<file path="src/rtl/dmi_responder.sv">
// dmi_responder
//   DMI target endpoint. Requests arrive on a valid/ready channel and are
//   applied to a bank of 32-bit registers mapped at BASE_ADDR ..
//   BASE_ADDR+NUM_REGS-1. Each request gets exactly one response on a
//   valid/ready response channel. A hart-side write port updates the same
//   registers, giving a debugger/software mailbox.
//
// Parameters
//   BASE_ADDR   first DMI address of the register window
//   NUM_REGS    number of registers (1..32)
//   RD_LATENCY  extra wait cycles before read data is sampled (0..7)
//
// Ports
//   CLK, RST_N        clock, asynchronous active-low reset
//   dmi_req_valid     request valid
//   dmi_req_ready     request ready (high only while idle)
//   dmi_req_addr      7-bit request address
//   dmi_req_data      write data
//   dmi_req_op        0 nop, 1 read, 2 write, 3 reserved
//   dmi_rsp_valid     response valid
//   dmi_rsp_ready     response ready
//   dmi_rsp_data      read data (0 for non-read or failed requests)
//   dmi_rsp_response  0 success, 2 failed
//   hart_wr_en        hart-side write strobe
//   hart_wr_idx       hart-side register index
//   hart_wr_data      hart-side write data
//   err_count         saturating count of failed responses
module dmi_responder #(
    parameter logic [6:0] BASE_ADDR  = 7'h04,
    parameter int         NUM_REGS   = 8,
    parameter int         RD_LATENCY = 1
) (
    input  logic        CLK,
    input  logic        RST_N,
    input  logic        dmi_req_valid,
    output logic        dmi_req_ready,
    input  logic [6:0]  dmi_req_addr,
    input  logic [31:0] dmi_req_data,
    input  logic [1:0]  dmi_req_op,
    output logic        dmi_rsp_valid,
    input  logic        dmi_rsp_ready,
    output logic [31:0] dmi_rsp_data,
    output logic [1:0]  dmi_rsp_response,
    input  logic        hart_wr_en,
    input  logic [4:0]  hart_wr_idx,
    input  logic [31:0] hart_wr_data,
    output logic [7:0]  err_count
);

    localparam int         IDX_W      = (NUM_REGS > 1) ? $clog2(NUM_REGS) : 1;
    localparam logic [6:0] NUM_REGS_A = 7'(NUM_REGS);
    localparam logic [5:0] NUM_REGS_H = 6'(NUM_REGS);
    localparam logic [2:0] LAT_LOAD   = 3'((RD_LATENCY > 0) ? RD_LATENCY - 1 : 0);

    localparam logic [1:0] OP_RD    = 2'd1;
    localparam logic [1:0] OP_WR    = 2'd2;
    localparam logic [1:0] OP_RSV   = 2'd3;
    localparam logic [1:0] RSP_OK   = 2'd0;
    localparam logic [1:0] RSP_FAIL = 2'd2;

    typedef enum logic [1:0] {
        IDLE = 2'd0,
        WAIT = 2'd1,
        RESP = 2'd2
    } state_t;

    function automatic logic [7:0] sat_inc8(input logic [7:0] v);
        return (v == 8'hFF) ? v : v + 8'd1;
    endfunction

    state_t             state;
    logic [2:0]         lat_cnt;
    logic [IDX_W-1:0]   rd_idx;
    logic [31:0]        regs [NUM_REGS];

    logic [6:0]         req_off;
    logic               req_hit;
    logic [IDX_W-1:0]   req_idx;
    logic               req_fail;
    logic               hart_hit;
    logic [IDX_W-1:0]   hart_idx;
    logic               accept;

    // The offset is a 7-bit wrap-around subtraction: addresses below the
    // window wrap to large values and fall out of range naturally.
    assign req_off  = dmi_req_addr - BASE_ADDR;
    assign req_hit  = req_off < NUM_REGS_A;
    assign req_idx  = req_off[IDX_W-1:0];
    assign req_fail = (dmi_req_op == OP_RSV) ||
                      (((dmi_req_op == OP_RD) || (dmi_req_op == OP_WR)) && !req_hit);
    assign hart_hit = hart_wr_en && ({1'b0, hart_wr_idx} < NUM_REGS_H);
    assign hart_idx = hart_wr_idx[IDX_W-1:0];
    assign accept   = dmi_req_valid && dmi_req_ready;

    always_ff @(posedge CLK or negedge RST_N) begin
        if (!RST_N) begin
            state            <= IDLE;
            dmi_req_ready    <= 1'b0;
            dmi_rsp_valid    <= 1'b0;
            dmi_rsp_data     <= '0;
            dmi_rsp_response <= RSP_OK;
            err_count        <= '0;
            lat_cnt          <= '0;
            rd_idx           <= '0;
            for (int i = 0; i < NUM_REGS; i++) begin
                regs[i] <= '0;
            end
        end else begin
            // Hart write goes first so a same-edge DMI write to the same
            // register below overrides it.
            if (hart_hit) begin
                regs[hart_idx] <= hart_wr_data;
            end

            case (state)
                IDLE: begin
                    // ready rises on the first edge after reset release and
                    // drops on the accept edge.
                    dmi_req_ready <= 1'b1;
                    if (accept) begin
                        dmi_req_ready <= 1'b0;
                        if (req_fail) begin
                            err_count        <= sat_inc8(err_count);
                            dmi_rsp_data     <= '0;
                            dmi_rsp_response <= RSP_FAIL;
                            dmi_rsp_valid    <= 1'b1;
                            state            <= RESP;
                        end else if (dmi_req_op == OP_RD) begin
                            if (RD_LATENCY == 0) begin
                                dmi_rsp_data     <= regs[req_idx];
                                dmi_rsp_response <= RSP_OK;
                                dmi_rsp_valid    <= 1'b1;
                                state            <= RESP;
                            end else begin
                                lat_cnt <= LAT_LOAD;
                                rd_idx  <= req_idx;
                                state   <= WAIT;
                            end
                        end else begin
                            if (dmi_req_op == OP_WR) begin
                                regs[req_idx] <= dmi_req_data;
                            end
                            dmi_rsp_data     <= '0;
                            dmi_rsp_response <= RSP_OK;
                            dmi_rsp_valid    <= 1'b1;
                            state            <= RESP;
                        end
                    end
                end

                WAIT: begin
                    if (lat_cnt == 3'd0) begin
                        // Non-blocking read: a hart write on this same edge
                        // is not yet visible, so the old value is returned.
                        dmi_rsp_data     <= regs[rd_idx];
                        dmi_rsp_response <= RSP_OK;
                        dmi_rsp_valid    <= 1'b1;
                        state            <= RESP;
                    end else begin
                        lat_cnt <= lat_cnt - 3'd1;
                    end
                end

                RESP: begin
                    if (dmi_rsp_ready) begin
                        dmi_rsp_valid <= 1'b0;
                        dmi_req_ready <= 1'b1;
                        state         <= IDLE;
                    end
                end

                default: begin
                    dmi_rsp_valid <= 1'b0;
                    dmi_req_ready <= 1'b0;
                    state         <= IDLE;
                end
            endcase
        end
    end

endmodule
</file>
<file path="config.mk">
export PLATFORM = sky130hd
export DESIGN_NAME = dmi_responder
export DESIGN_NICKNAME = d
export VERILOG_FILES = /design/src/rtl/dmi_responder.sv
export SDC_FILE = /design/constraint.sdc
export NUM_CORES = 1
export LEC_CHECK = 0
export ABC_AREA = 0
export CORE_MARGIN = 2
export CORE_UTILIZATION = 54
export CTS_CLUSTER_DIAMETER = 200
export CTS_CLUSTER_SIZE = 28
export DETAILED_ROUTE_END_ITERATION = 16
export PLACE_DENSITY = 0.8
export RECOVER_POWER = 50
export SYNTH_ARGS = -nofsm -noshare
export SYNTH_HDL_FRONTEND = slang
export SYNTH_SLANG_ARGS = --single-unit
</file>
<file path="constraint.sdc">
create_clock -name CLK -period 2.11 [get_ports CLK]
set_input_delay 0.422 -clock CLK [delete_from_list [all_inputs] [get_ports CLK]]
set_output_delay 0.422 -clock CLK [all_outputs]
set_load 0.02 [all_outputs]
</file>
==> results of run 1 <==
==> cell families (layout without fill, tap and decap cells) <==
| group | after synthesis | in the layout | synth area share |
|---|---|---|---|
| xor+xnor | 8 | 8 | 0.00415 |
| simple gates | 52 | 52 | 0.0201 |
| mux | 613 | 613 | 0.462 |
| compound gates | 58 | 58 | 0.0284 |
| fa+ha+maj | 7 | 7 | 0.00518 |
| flops | 307 | 307 | 0.455 |
| other cells | 1 | 2 | 0.000222 |
| buf+inv | 90 | 259 | 0.0251 |
==> routing by layer <==
layer	vias up	track usage
met2	261	0.436
met1	5631	0.371
li1	4632	-
met5	-	0
met4	0	0.0561
met3	43	0.0337
==> registers in the layout (all words and copies together), names as in the netlist <==
register and cells:
regs 256, dmi_req_ready 1, state 2, rd_idx 3, dmi_rsp_data 32, lat_cnt 3
dmi_rsp_response 1, err_count 8, dmi_rsp_valid 1
==> worst register-to-register path, delay by kind of cell, from the launching register on <==
kind,cells,cell delay (ns)
flip-flops,1,0.39
multiplexers,1,0.30
AND/OR/NAND/NOR,3,0.59
buffers and inverters,3,0.65
==> metrics by stage <==
stage	util	hold slack (ns)	setup slack (ns)
2_1_floorplan	-	0.126	-0.132
3_3_place_gp	0.633	0.360	-0.789
3_5_place_dp	0.633	0.364	-0.832
4_1_cts	0.659	0.398	0.0128
5_1_grt	0.661	0.514	0.00464
6_report	0.661	0.488	0.0225
==> final timing paths <==
kind / start / endpoint / cells past startpoint
min in group asynchronous: RST_N / err_count[3] / 2
worst min register to register: lat_cnt[0] / lat_cnt[0] / 1
max in group asynchronous: RST_N / regs[208] / 3
worst max-delay path: hart_wr_idx[4] / regs[225] / 6
worst min-delay path: lat_cnt[0] / lat_cnt[0] / 1
worst max register to register: state[1] / regs[119] / 7
==> power breakdown <==
group          internal, mW  leakage, nW  total, mW  switching (mW)
clock                  1.30        0.187       3.21            1.91
sequential             7.41         3.93       8.45            1.04
combinational          4.76         4.99       7.65            2.89
==> cell usage in the layout (no fill, tap or decap), types with 3 or more instances in the layout <==
master,n
sky130_fd_sc_hd__a21oi_1,4
sky130_fd_sc_hd__buf_12,26
sky130_fd_sc_hd__buf_16,5
sky130_fd_sc_hd__buf_4,55
sky130_fd_sc_hd__buf_6,7
sky130_fd_sc_hd__clkbuf_1,4
sky130_fd_sc_hd__clkbuf_16,17
sky130_fd_sc_hd__clkbuf_2,5
sky130_fd_sc_hd__clkdlybuf4s50_1,113
sky130_fd_sc_hd__dfrtp_1,304
sky130_fd_sc_hd__dlygate4sd2_1,5
sky130_fd_sc_hd__ha_1,6
sky130_fd_sc_hd__inv_1,8
sky130_fd_sc_hd__mux2_1,8
sky130_fd_sc_hd__mux2_2,417
sky130_fd_sc_hd__mux2_4,91
sky130_fd_sc_hd__mux2i_1,33
sky130_fd_sc_hd__mux4_2,64
sky130_fd_sc_hd__nand2_1,3
sky130_fd_sc_hd__nand2b_1,3
sky130_fd_sc_hd__nand3b_1,4
sky130_fd_sc_hd__nand4_1,3
sky130_fd_sc_hd__nand4b_1,4
sky130_fd_sc_hd__nor2_1,4
sky130_fd_sc_hd__nor2_4,4
sky130_fd_sc_hd__o2111ai_1,4
sky130_fd_sc_hd__o211ai_1,3
sky130_fd_sc_hd__o21ai_0,4
sky130_fd_sc_hd__o2bb2ai_1,32
sky130_fd_sc_hd__xnor2_1,7
==> layout make-up <==
cell class / instances / share of cell area
Tap cell: 396 / 0.0245
Clock buffer: 17 / 0.0189
Antenna cell: 1 / 0.000124
Timing Repair Buffer: 232 / 0.127
Multi-Input combinational cell: 739 / 0.447
Sequential cell: 307 / 0.379
Inverter: 10 / 0.00284
==> timing repair <==
action                                  4_1_cts  5_1_grt
endpoints found under the setup margin      292       91
hold buffers                                  1        0
gates cloned                                  7        2
pin swaps                                     6        6
gates resized for setup                      42       12
endpoints found under the hold margin        39        0
setup buffers                                11        0
==> results_dict.tcl, run 1 <==
set metrics [dict create \
    placement.io_buffers 125 \
    clk_root_buffer_cell "sky130_fd_sc_hd__clkbuf_16" \
    place_congestion 0.790 \
    min_period_ns 2.09 \
    slowest_stage "sky130_fd_sc_hd__or4b_1" \
    power.ir.vdd_worst_mv 0.523 \
    ctsHtreeMaxLevel 1 \
    clk-insertion-delay-late_ns 0.52 \
    timing.critical_path.max_delay_family "simple AND/OR/NAND/NOR gates" \
    route.vias.total 10600 \
    synth_area_per_cell_um2 14.9 \
    ys_types 52 \
    wire_length_on_met1_um 19100 \
    ordered_cell_list_for_the_critical_path "dlygate4sd2_1 > or3_4 > or4b_1 > buf_4 > mux2_1 > mux2_2" \
    power_density_mw_per_mm2 953 \
    place_area_mm2 0.0194 \
    final-hold-violation-count 0 \
    drt-initial-drc-count 669 \
    place.detailed.instances 1664 \
    row_count 64 \
    grt_overflow_total 0 \
    finalMaxSlewViolations 0 \
    syn-cell-area_mm2 0.0169 \
    antenna_violations_before_repair 1 \
    type_of_the_worst_min_delay_path "flop to flop" \
    synthTopCellsByArea "sky130_fd_sc_hd__dfrtp_1, sky130_fd_sc_hd__mux2_2, sky130_fd_sc_hd__mux4_2" \
    critical-path-max-stage-delay_ns 0.58 \
    detail_route.first_pass.iterations 5 \
    clk_slew_on_worst_s_h_paths_ns 0.11 \
    rsz_0062_raised_after_global_routing "no" \
    grt_start_max_net_pins 66 \
    maxClockFrequency_mhz 479 \
    maxCapViolations 0 \
    power.static_leakage_nw 9.10 \
    number_of_global_route_vias_before_repair 11400 \
    routed-wl-met2_um 21200 \
    initial_core_utilization 0.551 \
    drive_above_1_share 0.552 \
    cts_made_buffers 14 \
    final_cell_count_no_fill 1702 \
    proportion_of_synthesized_flip_flops_having_asynchronous_set_or_reset 1.00 \
    syn2layout_area_growth_pct 19.9 \
    critPathArrivalTime_ns 2.50 \
    yosysSeqAreaShare 0.455 \
    nFillCells 2179 \
    setup_viol_count_final 0 \
    path_max_fanout 11 \
    tritoncts_clock_tree "done" \
    tightest_slew_ns 1.34 \
    fin_nets 1394 \
    timing.max_slew.rel_slack 0.107 \
    track_usage 0.262 \
    post-route-drc-count 0 \
    final_antenna_net_count 0 \
    total_area_of_multi_input_combinational_cells_mm2 0.00905 \
    power_mw 19.3 \
    synth_top_flop_cell "sky130_fd_sc_hd__dfrtp_1" \
    syn-num-nets 1226 \
    buffer_levels_on_the_longest_clock_path 3 \
    worstPathRequired_ns 2.52 \
    yosys.area.top_type_share 0.455 \
    design.core.area_mm2 0.0307 \
    drt_wl_total_um 42900 \
    met3_wirelength_um 1940 \
    top_layer_used "met4" \
    fp.dieArea_mm2 0.0327 \
    final_cell_area_mm2 0.0203 \
    clock_skews_ns 0.0183 \
    critPathCaptureType "flop" \
    seq_area_mm2 0.00769 \
    worstSetupPathType "input pin to flop" \
    cts_num_sinks 307 \
    drt-vias-per-instance 6.21 \
    gate_count_post_synth 1136 \
    r2r_setup_slack_ns 0.07 \
    ys.warnings.count 0 \
    die_w_um 181 \
    cp_num_buf_inv 2 \
    yosys-top-cells-count "sky130_fd_sc_hd__mux2_2, sky130_fd_sc_hd__dfrtp_1, sky130_fd_sc_hd__mux4_2, sky130_fd_sc_hd__mux2_4, sky130_fd_sc_hd__clkbuf_1" \
    avgRoutedWirePerCell_um 25.2 \
    yosys_register_bits 307 \
    io_pins 127 \
    run_status "finished clean" \
    die_height_um 181 \
    worstSetupStartpointType "input pin" \
    synth_enable_flop_cells 0 \
    grt_first_pass_wirelength_um 67300 \
    post-synth-top-area-cell "sky130_fd_sc_hd__dfrtp_1" \
    most_instantiated_library_cell_after_synthesis "sky130_fd_sc_hd__mux2_2" \
    finalCritPeriodShare 0.989 \
    detailedPlacementHpwl_um 26600 \
    fin_setup_tns_ns 0 \
]
Power figures use the tool's default switching activity.
==> inputs of run 2 (changes only) <==
Clock period 2.11 ns to 1.7 ns, I/O delays scaled along.
==> results_dict.tcl, run 2 (same netlist as run 1, synthesis figures left out) <==
set metrics [dict create \
    cts_num_sinks 307 \
    maxClockFrequency_mhz 509 \
    syn2layout_area_growth_pct 29.6 \
    io_pins 127 \
    number_of_global_route_vias_before_repair 12100 \
    slowest_stage "sky130_fd_sc_hd__dfrtp_1" \
    flop_pwr_share 0.395 \
    placement.io_buffers 125 \
    fin_setup_tns_ns -39.37 \
    drive_above_1_share 0.633 \
    clk_slew_on_worst_s_h_paths_ns 0.12 \
    critical-path-max-stage-delay_ns 0.40 \
    place_area_mm2 0.0198 \
    power_mw 26.3 \
    final_cell_area_mm2 0.0219 \
    run_status "complete, but fails checks" \
    critPathArrivalTime_ns 2.38 \
    grt_overflow_total 0 \
    detailedPlacementHpwl_um 25600 \
    groute.layer.met2.usage 0.506 \
    groute.layer.met1.usage 0.411 \
    power_density_mw_per_mm2 1200 \
    global_route.usage.met3 0.0635 \
    drt_wl_total_um 51000 \
    ordered_cell_list_for_the_critical_path "nand4bb_4 > buf_4 > buf_6 > or3b_4 > nor2_4 > mux2_4" \
    critPathCaptureType "flop" \
    swShare 0.314 \
    grt_first_pass_wirelength_um 77200 \
    worstPathRequired_ns 2.11 \
    route.vias.total 11300 \
    grt_start_max_net_pins 59 \
    power.static_leakage_nw 10.0 \
    final_cell_count_no_fill 1764 \
    tightest_slew_ns 1.26 \
    final-hold-violation-count 0 \
    drt-initial-drc-count 1040 \
    antenna_violations_before_repair 1 \
    finalMaxSlewViolations 0 \
    finalCritPeriodShare 1.15 \
    place.detailed.instances 1676 \
    die_height_um 181 \
    worstSetupPathType "flop to flop" \
    largest_reg_flops 256 \
    buffer_levels_on_the_longest_clock_path 3 \
    tritoncts_clock_tree "done" \
    layout.cells.most_common "sky130_fd_sc_hd__mux2_2" \
    nFillCells 1922 \
    p_clk_frac 0.151 \
    fp.dieArea_mm2 0.0327 \
    ctsHtreeMaxLevel 1 \
    clk_root_buffer_cell "sky130_fd_sc_hd__clkbuf_16" \
    cts_made_buffers 14 \
    design.core.area_mm2 0.0307 \
    grt-busiest-layer "met2" \
    cell_internal_pwr_mw 18.0 \
    final_cell_mix "sky130_fd_sc_hd__mux2_2, sky130_fd_sc_hd__dfrtp_1, sky130_fd_sc_hd__mux2_4, sky130_fd_sc_hd__clkdlybuf4s50_1, sky130_fd_sc_hd__buf_4" \
    initial_core_utilization 0.551 \
    reg_with_most_ffs "regs" \
    switching_power_mw 8.28 \
    biggestRegsByFlops "regs (256), dmi_rsp_data (32), err_count (8)" \
    timing.final.ws_setup_ns -0.263 \
    power.ir.vdd_worst_mv 0.762 \
    drt-vias-per-instance 6.43 \
    rsz_0062_raised_after_global_routing "yes" \
    min_period_ns 1.96 \
    row_count 64 \
    clk-insertion-delay-late_ns 0.52 \
    detail_route.first_pass.iterations 5 \
    die_w_um 181 \
    post-route-drc-count 0 \
    fin_nets 1457 \
    antennaDiodeCount 0 \
    violations_in_the_final_reports "setup timing" \
    timing.max_slew.rel_slack 0.162 \
    path_max_fanout 4 \
    setup_viol_count_final 284 \
    comb_power_share 0.454 \
    type_of_the_worst_min_delay_path "input pin to flop" \
    track_usage 0.311 \
    clock_skews_ns 0.0183 \
    maxCapViolations 0 \
    worstSetupStartpointType "flop" \
    final_antenna_net_count 0 \
    avgRoutedWirePerCell_um 28.9 \
    place_congestion 0.761 \
]
-- run 2: changes by cell type in the layout (fill, tap and decap cells not counted), moves of 25 or more --
cell,previous run,this run
sky130_fd_sc_hd__buf_6,7,32
sky130_fd_sc_hd__clkdlybuf4s50_1,113,68
sky130_fd_sc_hd__dlygate4sd2_1,5,46
sky130_fd_sc_hd__mux2_2,417,391
sky130_fd_sc_hd__mux2_4,91,124
sky130_fd_sc_hd__o2bb2ai_1,32,0
sky130_fd_sc_hd__o2bb2ai_2,0,32
-- run 2: worst max-delay path, delay by kind of cell (launching register included) --
kind,cells,cell delay [ns]
flops,1,0.40
simple gates,3,0.86
buf+inv,2,0.28
mux,1,0.33
-- run 2: power groups by stage --
stage | logic [mW] | registers [mW] | clock network (mW)
floorplan | 7.22 | 10.3 | 0
global placement | 9.85 | 10.4 | 0
detailed placement | 10.1 | 10.5 | 0
finish | 12.0 | 10.4 | 3.97
global route | 12.6 | 10.6 | 4.28
CTS | 11.4 | 10.3 | 4.02
-- run 2: layer usage --
layer  up-vias  routed length [µm]
met5         -                  13
met4         2                2140
met3       122                3500
met2       458               24500
met1      6003               20800
li1       4759                   -
-- run 2: layout make-up --
type | count | area (µm²) | share of cell area
timing repair buffer | 295 | 3650 | 0.167
inverter | 10 | 57.6 | 0.00263
sequential | 307 | 7690 | 0.351
clock buffer | 17 | 383 | 0.0175
tap | 396 | 495 | 0.0226
multi-input combinational | 739 | 9620 | 0.439
-- run 2: through the flow --
step	utilization	worst slack [ns]	hold WS, ns
final	0.714	-0.263	0.253
after global routing	0.714	-0.326	0.253
after CTS	0.711	-0.283	0.320
after detailed placement	0.647	-1.17	0.269
after global placement	0.647	-1.10	0.263
after floorplan	-	-0.460	0.0444
-- run 2: worst paths after layout --
| kind | slack [ns] | to | start | cells after the start |
|---|---|---|---|---|
| max | -0.26 | rd_idx[1] | state[0] | 6 |
| min | 0.25 | rd_idx[2] | dmi_req_addr[2] | 4 |
| max reg2reg | -0.26 | rd_idx[1] | state[0] | 6 |
| min reg2reg | 0.50 | dmi_rsp_response[1] | dmi_rsp_response[1] | 1 |
| max in group asynchronous | 0.03 | err_count[3] | RST_N | 3 |
| min in group asynchronous | 0.64 | regs[139] | RST_N | 2 |
-- run 2: what timing repair did --
item | CTS | global route
gates resized for setup | 204 | 55
endpoints found under the setup margin | 348 | 307
hold endpoints to repair | 30 | 0
hold buffers | 1 | 0
pin swaps | 21 | 20
setup buffers | 38 | 10
gates cloned | 30 | 5
==> inputs of run 3 (changes only) <==
Settings changed: CORE_UTILIZATION 54 to 55, CTS_BUF_LIST set to sky130_fd_sc_hd__clkbuf_8, PLACE_DENSITY 0.8 to 0.82, REMOVE_ABC_BUFFERS set to 1.
==> results_dict.tcl, run 3 (same netlist as run 1, synthesis figures left out) <==
set metrics [dict create \
    run_status "complete, but fails checks" \
    violations_in_the_final_reports "setup timing" \
    power_density_mw_per_mm2 1170 \
    grt_overflow_total 0 \
    worstPathRequired_ns 2.17 \
    type_of_the_worst_min_delay_path "input pin to flop" \
    tightest_slew_ns 0.911 \
    fin_nets 1447 \
    rsz_0062_raised_after_global_routing "yes" \
    r2r_setup_slack_ns -0.34 \
    buffer_levels_on_the_longest_clock_path 3 \
    final_cell_area_mm2 0.0211 \
    detailedPlacementHpwl_um 26100 \
    antenna_violations_before_repair 0 \
    largest_reg_flops 256 \
    ctsHtreeMaxLevel 1 \
    cts_num_sinks 307 \
    clk-insertion-delay-late_ns 0.56 \
    hold_path_depth 4 \
    drt-initial-drc-count 874 \
    biggestRegsByFlops "regs (256), dmi_rsp_data (32), err_count (8)" \
    cts_made_buffers 14 \
    drt_wl_total_um 47600 \
    rr_startpoint "state[0]" \
    clk_root_buffer_cell "sky130_fd_sc_hd__clkbuf_8" \
    final-hold-violation-count 0 \
    setup_viol_count_final 299 \
    critPathArrivalTime_ns 2.50 \
    power.ir.vdd_worst_mv 0.711 \
    row_count 64 \
    worstSetupPathType "flop to flop" \
    worst_flop_to_flop_path_endpoint "regs[35]" \
    track_usage 0.271 \
    die_height_um 179 \
    clk_slew_on_worst_s_h_paths_ns 0.16 \
    worst-r2r-cell-count 7 \
    final_cell_mix "sky130_fd_sc_hd__mux2_2, sky130_fd_sc_hd__dfrtp_1, sky130_fd_sc_hd__mux2_4, sky130_fd_sc_hd__clkdlybuf4s50_1, sky130_fd_sc_hd__mux4_2" \
    grt_first_pass_wirelength_um 66000 \
    place_area_mm2 0.0194 \
    power.static_leakage_nw 9.74 \
    timing.max_slew.rel_slack 0.393 \
    avgRoutedWirePerCell_um 27.1 \
    io_pins 127 \
    path_max_fanout 7 \
    finalMaxSlewViolations 0 \
    worst_hold_startpoint "dmi_req_addr[2]" \
    initial_core_utilization 0.555 \
    tritoncts_clock_tree "done" \
    place_worst_setup_slack_ns -1.17 \
    number_of_global_route_vias_before_repair 11300 \
    finalCritPeriodShare 1.20 \
    clock_skews_ns 0.0155 \
    maxCapViolations 0 \
    syn2layout_area_growth_pct 24.8 \
    nFillCells 1983 \
    worstSetupStartpointType "flop" \
    final_antenna_net_count 0 \
    drive_above_1_share 0.590 \
    place_congestion 0.785 \
    critPathCaptureType "flop" \
    post-route-drc-count 0 \
    drt-vias-per-instance 6.33 \
    min_period_ns 2.04 \
    grt_start_max_net_pins 64 \
    maxClockFrequency_mhz 491 \
    fp.dieArea_mm2 0.0321 \
    route.vias.total 11100 \
    reg_with_most_ffs "regs" \
    layout.cells.most_common "sky130_fd_sc_hd__mux2_2" \
    timing.final.ws_setup_ns -0.335 \
    detail_route.first_pass.iterations 5 \
    whs_endpoint "rd_idx[2]" \
    die_w_um 179 \
    design.core.area_mm2 0.0304 \
    power_mw 24.7 \
    timing.hold.ws_ns 0.215 \
    fin_setup_tns_ns -69.24 \
    placement.io_buffers 125 \
]
[run 3: changes by cell type in the layout (fill, tap and decap cells not counted), sizes merged]
cell           previous run  this run
bufbuf                    1         0
clkbuf                   25        46
buf                     168       139
diode                     0         1
clkdlybuf4s50            68        72
dlymetal6s2s              1        10
clkdlybuf4s15             2         6
inv                      10        13
dlygate4sd2              46        26
[run 3: worst max-delay path, cell delays in order, from the launching register on]
cell and delay, ns:
sky130_fd_sc_hd__dfrtp_1 0.42, sky130_fd_sc_hd__nand4bb_4 0.28, sky130_fd_sc_hd__nor3_2 0.22, sky130_fd_sc_hd__buf_4 0.16, sky130_fd_sc_hd__nand4_1 0.19, sky130_fd_sc_hd__buf_6 0.22, sky130_fd_sc_hd__buf_12 0.15, sky130_fd_sc_hd__mux2_4 0.30
[run 3: per-stage QoR]
step	cells	util
floorplan	1056	-
CTS	1716	0.659
global placement	1677	0.638
finish	1756	0.693
global route	1755	0.693
detailed placement	1677	0.638
[run 3: how the worst max path moves through the flow]
stage	slack, ns	to	cells past startpoint	startpoint
6_report	-0.34	regs[35]	7	state[0]
3_5_place_dp	-1.17	regs[171]	6	hart_wr_idx[1]
2_1_floorplan	-2.17	regs[34]	4	hart_wr_idx[4]
3_3_place_gp	-1.11	regs[187]	6	hart_wr_idx[1]
4_1_cts	-0.29	regs[177]	7	state[0]
5_1_grt	-0.39	regs[35]	7	state[0]
[run 3: layer usage]
metal  up-vias  track usage  wire length (µm)
met4         0       0.0615              1640
met5         -            0                 0
met1      5871        0.382             20400
met2       409        0.452             23000
li1       4733            -                 -
met3       110       0.0303              2580
[run 3: cell type report]
class,instances,area (µm²),area share
antenna,1,2.50,0.000119
clock inverter,3,11.3,0.000534
timing repair buffer,285,3450,0.164
multi-input combinational,739,9190,0.436
inverter,10,37.5,0.00178
sequential,307,7690,0.365
tap,396,495,0.0235
clock buffer,15,206,0.00979
[run 3: repair_timing]
item	CTS	global route
resized for setup	82	152
gates cloned	10	21
endpoints found under the hold margin	270	0
pin swaps	9	9
setup buffers	10	22
hold buffers	1	0
setup endpoints to repair	348	326
[run 3: power breakdown]
part           switching [mW]  total, mW  internal (mW)
Combinational            4.40       11.3           6.94
Clock                    2.20       3.01          0.818
Sequential               1.18       10.4           9.20
Total                    7.78       24.7           17.0
